==> src/rtl/dmem_pkg.sv <==
// Shared decode definitions for the data-side memory responder:
// I/O register offsets, STATUS bit positions and the address-decode enum.
package dmem_pkg;

  localparam logic [31:0] TXDATA_OFS = 32'h0;
  localparam logic [31:0] STATUS_OFS = 32'h4;
  localparam logic [31:0] CYCLES_OFS = 32'h8;

  localparam int STAT_EMPTY = 0;
  localparam int STAT_FULL  = 1;
  localparam int STAT_OVF   = 2;

  typedef enum logic [2:0] {
    RAM,
    TXDATA,
    STATUS,
    CYCLES,
    NONE
  } dec_e;

endpackage

==> src/rtl/data_mem_responder_tx_fifo.sv <==
// Byte output FIFO with a combinational head; a push while full is accepted
// only when a pop frees a slot on the same edge.
module tx_fifo #(
  parameter int WIDTH = 8,
  parameter int DEPTH = 8
) (
  input  logic             clk,
  input  logic             rst,
  input  logic             push,
  input  logic [WIDTH-1:0] din,
  input  logic             pop,
  output logic [WIDTH-1:0] dout,
  output logic             empty,
  output logic             full
);

  localparam int PW = $clog2(DEPTH);

  logic [WIDTH-1:0] mem_q [DEPTH];
  logic [PW-1:0]    wr_ptr_q, wr_ptr_d;
  logic [PW-1:0]    rd_ptr_q, rd_ptr_d;
  logic [PW:0]      count_q, count_d;
  logic             do_push, do_pop;

  assign empty   = (count_q == '0);
  assign full    = (count_q == (PW+1)'(DEPTH));
  assign do_pop  = pop && !empty;
  assign do_push = push && (!full || do_pop);
  assign dout    = mem_q[rd_ptr_q];

  always_comb begin
    wr_ptr_d = wr_ptr_q;
    rd_ptr_d = rd_ptr_q;
    count_d  = count_q;
    if (do_push) wr_ptr_d = wr_ptr_q + 1'b1;
    if (do_pop)  rd_ptr_d = rd_ptr_q + 1'b1;
    case ({do_push, do_pop})
      2'b10:   count_d = count_q + 1'b1;
      2'b01:   count_d = count_q - 1'b1;
      default: count_d = count_q;
    endcase
  end

  always_ff @(posedge clk) begin
    if (rst) begin
      wr_ptr_q <= '0;
      rd_ptr_q <= '0;
      count_q  <= '0;
    end else begin
      wr_ptr_q <= wr_ptr_d;
      rd_ptr_q <= rd_ptr_d;
      count_q  <= count_d;
    end
  end

  // Storage is not reset; the top masks the head while empty.
  always_ff @(posedge clk) begin
    if (do_push && !rst) mem_q[wr_ptr_q] <= din;
  end

endmodule

==> src/rtl/data_mem_responder.sv <==
// Data-port responder: word RAM plus TXDATA/STATUS/CYCLES I/O registers.
// The CYCLES counter is built only when DMEM_CYCLE_COUNTER_EN is defined.
module data_mem_responder
  import dmem_pkg::*;
#(
  parameter int          RAM_WORDS  = 64,
  parameter int          FIFO_DEPTH = 8,
  parameter logic [31:0] IO_BASE    = 32'h0000_1000
) (
  input  logic        clk,
  input  logic        rst,
  input  logic [31:0] addr,
  input  logic [31:0] wdata,
  input  logic        we,
  output logic [31:0] rdata,
  output logic [7:0]  out_data,
  output logic        out_valid,
  input  logic        out_ready
);

  localparam int          AW       = $clog2(RAM_WORDS);
  localparam logic [31:0] RAM_SIZE = 32'(RAM_WORDS * 4);
  localparam logic [31:0] TX_ADDR  = IO_BASE + TXDATA_OFS;
  localparam logic [31:0] ST_ADDR  = IO_BASE + STATUS_OFS;
  localparam logic [31:0] CY_ADDR  = IO_BASE + CYCLES_OFS;

  logic [31:0] ram_q [RAM_WORDS];
  logic [AW-1:0] ram_idx;
  dec_e        dec;
  logic        wr_en;
  logic        ovf_q, ovf_d;
  logic        fifo_empty, fifo_full, fifo_pop, push_req;
  logic [7:0]  fifo_dout;
  logic [31:0] cycles_q;
  logic [31:0] status_word;
  logic        unused_ok;

  assign unused_ok = ^addr[1:0];
  assign ram_idx   = addr[AW+1:2];
  assign wr_en     = we && !rst;

  always_comb begin
    dec = NONE;
    if (addr < RAM_SIZE)                 dec = RAM;
    else if (addr[31:2] == TX_ADDR[31:2]) dec = TXDATA;
    else if (addr[31:2] == ST_ADDR[31:2]) dec = STATUS;
    else if (addr[31:2] == CY_ADDR[31:2]) dec = CYCLES;
  end

  always_ff @(posedge clk) begin
    if (wr_en && dec == RAM) ram_q[ram_idx] <= wdata;
  end

  assign push_req = we && (dec == TXDATA);
  assign fifo_pop = out_valid && out_ready;

  tx_fifo #(
    .WIDTH (8),
    .DEPTH (FIFO_DEPTH)
  ) u_fifo (
    .clk   (clk),
    .rst   (rst),
    .push  (push_req),
    .din   (wdata[7:0]),
    .pop   (fifo_pop),
    .dout  (fifo_dout),
    .empty (fifo_empty),
    .full  (fifo_full)
  );

  assign out_valid = !fifo_empty;
  assign out_data  = fifo_empty ? 8'h00 : fifo_dout;

  // Overflow set is applied after the clear so a same-cycle set wins.
  always_comb begin
    ovf_d = ovf_q;
    if (we && dec == STATUS) ovf_d = 1'b0;
    if (push_req && fifo_full && !fifo_pop) ovf_d = 1'b1;
  end

  always_ff @(posedge clk) begin
    if (rst) ovf_q <= 1'b0;
    else     ovf_q <= ovf_d;
  end

`ifdef DMEM_CYCLE_COUNTER_EN
  logic [31:0] cycles_d;

  always_comb begin
    cycles_d = cycles_q + 32'd1;
    if (we && dec == CYCLES) cycles_d = wdata;
  end

  always_ff @(posedge clk) begin
    if (rst) cycles_q <= '0;
    else     cycles_q <= cycles_d;
  end
`else
  assign cycles_q = '0;
`endif

  always_comb begin
    status_word             = '0;
    status_word[STAT_EMPTY] = fifo_empty;
    status_word[STAT_FULL]  = fifo_full;
    status_word[STAT_OVF]   = ovf_q;
  end

  always_comb begin
    rdata = '0;
    case (dec)
      RAM:     rdata = ram_q[ram_idx];
      STATUS:  rdata = status_word;
      CYCLES:  rdata = cycles_q;
      default: rdata = '0;
    endcase
  end

endmodule

==> config.mk <==
export PLATFORM = sky130hd
export DESIGN_NAME = data_mem_responder
export DESIGN_NICKNAME = d
export VERILOG_FILES = /design/src/rtl/dmem_pkg.sv /design/src/rtl/data_mem_responder_tx_fifo.sv /design/src/rtl/data_mem_responder.sv
export SDC_FILE = /design/constraint.sdc
export NUM_CORES = 2
export LEC_CHECK = 0
export BUFFER_PORTS_ARGS = -buffer_cell sky130_fd_sc_hd__buf_4
export CAP_MARGIN = 20
export CELL_PAD_IN_SITES_DETAIL_PLACEMENT = 0
export CELL_PAD_IN_SITES_GLOBAL_PLACEMENT = 1
export CORE_MARGIN = 2
export CORE_UTILIZATION = 40
export DETAILED_ROUTE_END_ITERATION = 7
export PLACE_DENSITY_LB_ADDON = 0.1
export REMOVE_ABC_BUFFERS = 1
export SLEW_MARGIN = 40
export SYNTH_ARGS = -nofsm -noshare
export SYNTH_HDL_FRONTEND = slang
export SYNTH_SLANG_ARGS = --single-unit
==> constraint.sdc <==
create_clock -name clk -period 10.2 [get_ports clk]
set_input_delay 1.02 -clock clk [delete_from_list [all_inputs] [get_ports clk]]
set_output_delay 1.02 -clock clk [all_outputs]
set_load 0.02 [all_outputs]
==> results.md <==
| Parameter | This run |
|---|---|
| Via count of the first global-routing pass | 39300 |
| # Post-CTS Setup Buffers | 0 |
| Kind of launch point of the worst setup path | input pin |
| Post-synth EDFFs | 2112 |
| Vertical extent of the die | 457 um |
| IR drop worst, VDD | 0.172 mV |
| Synth cell types | 51 |
| Detailed Place HPWL | 118000 um |
| Clock transition at the registers of the reported paths | 0.07 ns |
| Max-cap violations | 0 |
| First-pass GRT wire length | 303000 um |
| Fraction of synthesis flops using an asynchronous set or reset pin | 0% |
| Number of buffers and inverters on the critical path | 4 |
| Synthesis-stage register bit count | 2126 |
| Number of buffers inserted during clock tree synthesis | 218 |
| Synth top area share | 77.2% |
| Clock Latency Late Sink | 0.85 ns |
| Post-detailed-route wirelength per cell | 32.4 um |
| Final weighted congestion of routability-driven global placement | 0.771 |
| # setup viols final | 0 |
| Clock tree from TritonCTS | built |
| Pwr Density | 193 nW/um^2 |
| Logic depth of the worst register-to-register path | 10 |
| Area growth from synthesis to final layout | 14.4% |
| Initial DRC count | 3997 |
| Class of the tightest hold or removal check | input pin to flop |
| Worst setup EP type | output port |
| Unrepaired setup endpoints after global routing | false |
| Critical path start-end classification | input pin to output port |
| Starting density of the core | 40.2% |
| Max Fclk | 174 MHz |
| Max-slew violation count | 0 |
| Synthesized area | 82100 sq um |
| Most common flop cell mapped by yosys | sky130_fd_sc_hd__edfxtp_1 |
| DRC viols | 0 |
| Post-cts sizing count | 0 |
| Remaining antenna violation count after routing | 0 |
| Share of post-route cells with drive strength above 1 | 28.5% |
| Cell seen most often among critical-path stages | sky130_fd_sc_hd__mux2i_1 |
| Number of buffers added on ports | 106 |
| Commonest cells after routing, fill and taps aside | sky130_fd_sc_hd__edfxtp_1 (2112), sky130_fd_sc_hd__mux4_2 (518), sky130_fd_sc_hd__mux2i_1 (348) |
| Top cells by area, synth | sky130_fd_sc_hd__edfxtp_1 (77%), sky130_fd_sc_hd__mux4_2 (14%), sky130_fd_sc_hd__mux2i_1 (4.2%) |
| Max-slew headroom | 38.0% |
| Sequential share of the synthesized area | 77.6% |
| Initial antenna violation count | 14 |
| Total number of nets in the final design | 3894 |
| Global Route Usage Sum | 20.7% |
| Final TNS setup | 0 ns |
| Number of vias per cell after detailed routing | 5.68 |
| Largest clock skew in the final design | 0.0174 ns |
| Number of optimization iterations in the first detailed-route pass | 5 |
| Max Root-Sink Buffers | 3 |
| Crit-path leading delay family | buffers and inverters |
| Tmin final | 5.74 ns |
| CP peak stage delay | 0.73 ns |
| Die Span X | 457 um |
| Data arrival time of the worst path | 4.72 ns |
| Worst-path cell chain | buf_8 -> buf_12 -> buf_16 -> mux4_2 -> mux2i_1 -> mux2i_1 -> o22ai_1 -> nor3_1 -> buf_4 |
| Worst-case hold path end point | u_fifo.rd_ptr_q[0]$_SDFFE_PP0P_ |
| Most frequent standard cell in the layout excluding fill and tap cells | sky130_fd_sc_hd__edfxtp_1 |
| Warnings from Yosys | 0 |
| Min-Delay Path Depth | 2 |
| Slowest cell on crit path | sky130_fd_sc_hd__o22ai_1 |
| Number of H-tree levels | 4 |
| Synthesized instance count | 3566 |
| I/O pin count | 109 |
| Critical-path maximum fanout | 60 |
| Cell chosen for the clock root | sky130_fd_sc_hd__clkbuf_16 |
| Leakage dissipation | 29.6 nW |
| Worst min-delay path startpoint | rst |
| Reg2Reg Capture Point | u_fifo.count_q[3]$_SDFFE_PP0P_ |
| Overall via count from detail_route | 38000 |
| Run status | finished, final reports clean |
| Post-cts hold buffer count | 0 |
| Fillcell total | 16900 |
| Layout Utilization | 46.0% |
| Worst Tran Pin Value | 0.905 ns |
| Overall die area | 209000 sq um |
| Data required time of the worst path | 9.18 ns |
| Cell taking the most area after synthesis | sky130_fd_sc_hd__edfxtp_1 |
| Mean post-synth cell area | 23.0 sq um |
| Sum of routed wire length over all layers | 217000 um |
| Maximum number of pins on one net before global-route repair | 113 |
| Reg-to-Reg Start | u_fifo.count_q[3]$_SDFFE_PP0P_ |
| Remaining Overflow, GRT | 0 |
| Final number of hold-violating endpoints | 0 |
| Placeable core region | 204000 sq um |
| Setup slack of the worst register-to-register path | 7.24 ns |
| Sink Count | 2126 |
| Share of the clock period used by the worst path | 56.3% |
| Std-Cell Rows | 166 |
-- registers in the layout (all words and copies together) (netlist names), named ones only --
register         cells
ram_q             2048
u_fifo.mem_q        64
u_fifo.count_q       4
u_fifo.rd_ptr_q      3
u_fifo.wr_ptr_q      3
ovf_q                1
-- per-layer routing --
layer	GRT usage (%)	wire length, um	vias up
met2	34.4	108000	1050
met1	29.0	94800	21000
met4	4.99	4250	0
li1	-	-	15700
met3	2.94	10300	256
met5	0	0	-
-- how the worst max path moves through the flow --
stage	slack, ns	cells past startpoint	end	from
global route	4.21	9	rdata[5]	addr[2]
CTS	4.43	8	rdata[5]	addr[2]
detailed placement	4.43	8	rdata[5]	addr[2]
floorplan	5.45	5	rdata[2]	addr[15]
finish	4.46	9	rdata[5]	addr[2]
global placement	4.24	9	rdata[8]	addr[4]
-- synthesized netlist by cell type, drive strengths merged (4+ instances only) --
master  instances
edfxtp       2112
mux4          518
mux2i         348
buf           145
nor2          131
clkbuf         45
a22oi          33
o22ai          32
nand2          27
o211ai         27
nand3          18
dfxtp          14
nor3           11
a21oi          10
nor2b          10
nand2b          9
nor4            9
a211oi          6
inv             6
mux2            6
o21ai           6
ha              5
nand4           5
or2             4
-- report_power, final --
| group | leakage [nW] | internal [mW] | switching, mW |
|---|---|---|---|
| sequential | 19.1 | 9.60 | 0.00000000122 |
| combinational | 7.16 | 0.282 | 0.476 |
| clock | 3.39 | 4.40 | 3.33 |
| total | 29.6 | 14.3 | 3.81 |
-- worst reg2reg max path, cell delays in order, from the launching register on --
cell and delay (ns):
sky130_fd_sc_hd__dfxtp_1 0.37, sky130_fd_sc_hd__nor4_4 0.67, sky130_fd_sc_hd__inv_1 0.13, sky130_fd_sc_hd__and2_1 0.25
sky130_fd_sc_hd__ha_1 0.27, sky130_fd_sc_hd__ha_1 0.30, sky130_fd_sc_hd__a21o_1 0.19, sky130_fd_sc_hd__a21oi_1 0.17
sky130_fd_sc_hd__xnor2_1 0.10, sky130_fd_sc_hd__or3_1 0.31, sky130_fd_sc_hd__a21oi_1 0.14
-- kinds of logic after synthesis --
family | Yosys count | share of synthesized area (%)
muxes | 872 | 18.5
adders and majority gates | 6 | 0.101
xor gates and xnor gates | 5 | 0.0533
AOI/OAI and AO/OA | 124 | 1.06
buffers and inverters | 196 | 1.31
DFF | 2126 | 77.6
and+or+nand+nor | 237 | 1.39
-- through the flow --
step                      worst slack, ns  std cells  instance area [sq um]  total power, mW  hold WS (ns)
after floorplan                      5.45       3376                  81100             10.1         0.485
after global placement               4.24       6278                  86700             10.5         0.523
after detailed placement             4.43       6284                  86800             10.6         0.516
final                                4.46       6689                  93900             18.1         0.452
after global routing                 4.21       6688                  93900             18.6         0.415
after CTS                            4.43       6682                  93800             18.3         0.367
-- final cells by class --
cell class | instances | area [sq um] | share of cell area [%]
Clock buffer | 265 | 5730 | 6.10
Multi-Input combinational cell | 1244 | 17900 | 19.1
Sequential cell | 2126 | 63700 | 67.8
Antenna cell | 3 | 7.51 | 0.00799
Inverter | 6 | 22.5 | 0.0240
Timing Repair Buffer | 224 | 1960 | 2.08
Clock inverter | 133 | 1250 | 1.33
Tap cell | 2688 | 3360 | 3.58
No activity file was read; power rests on OpenSTA's default activity.
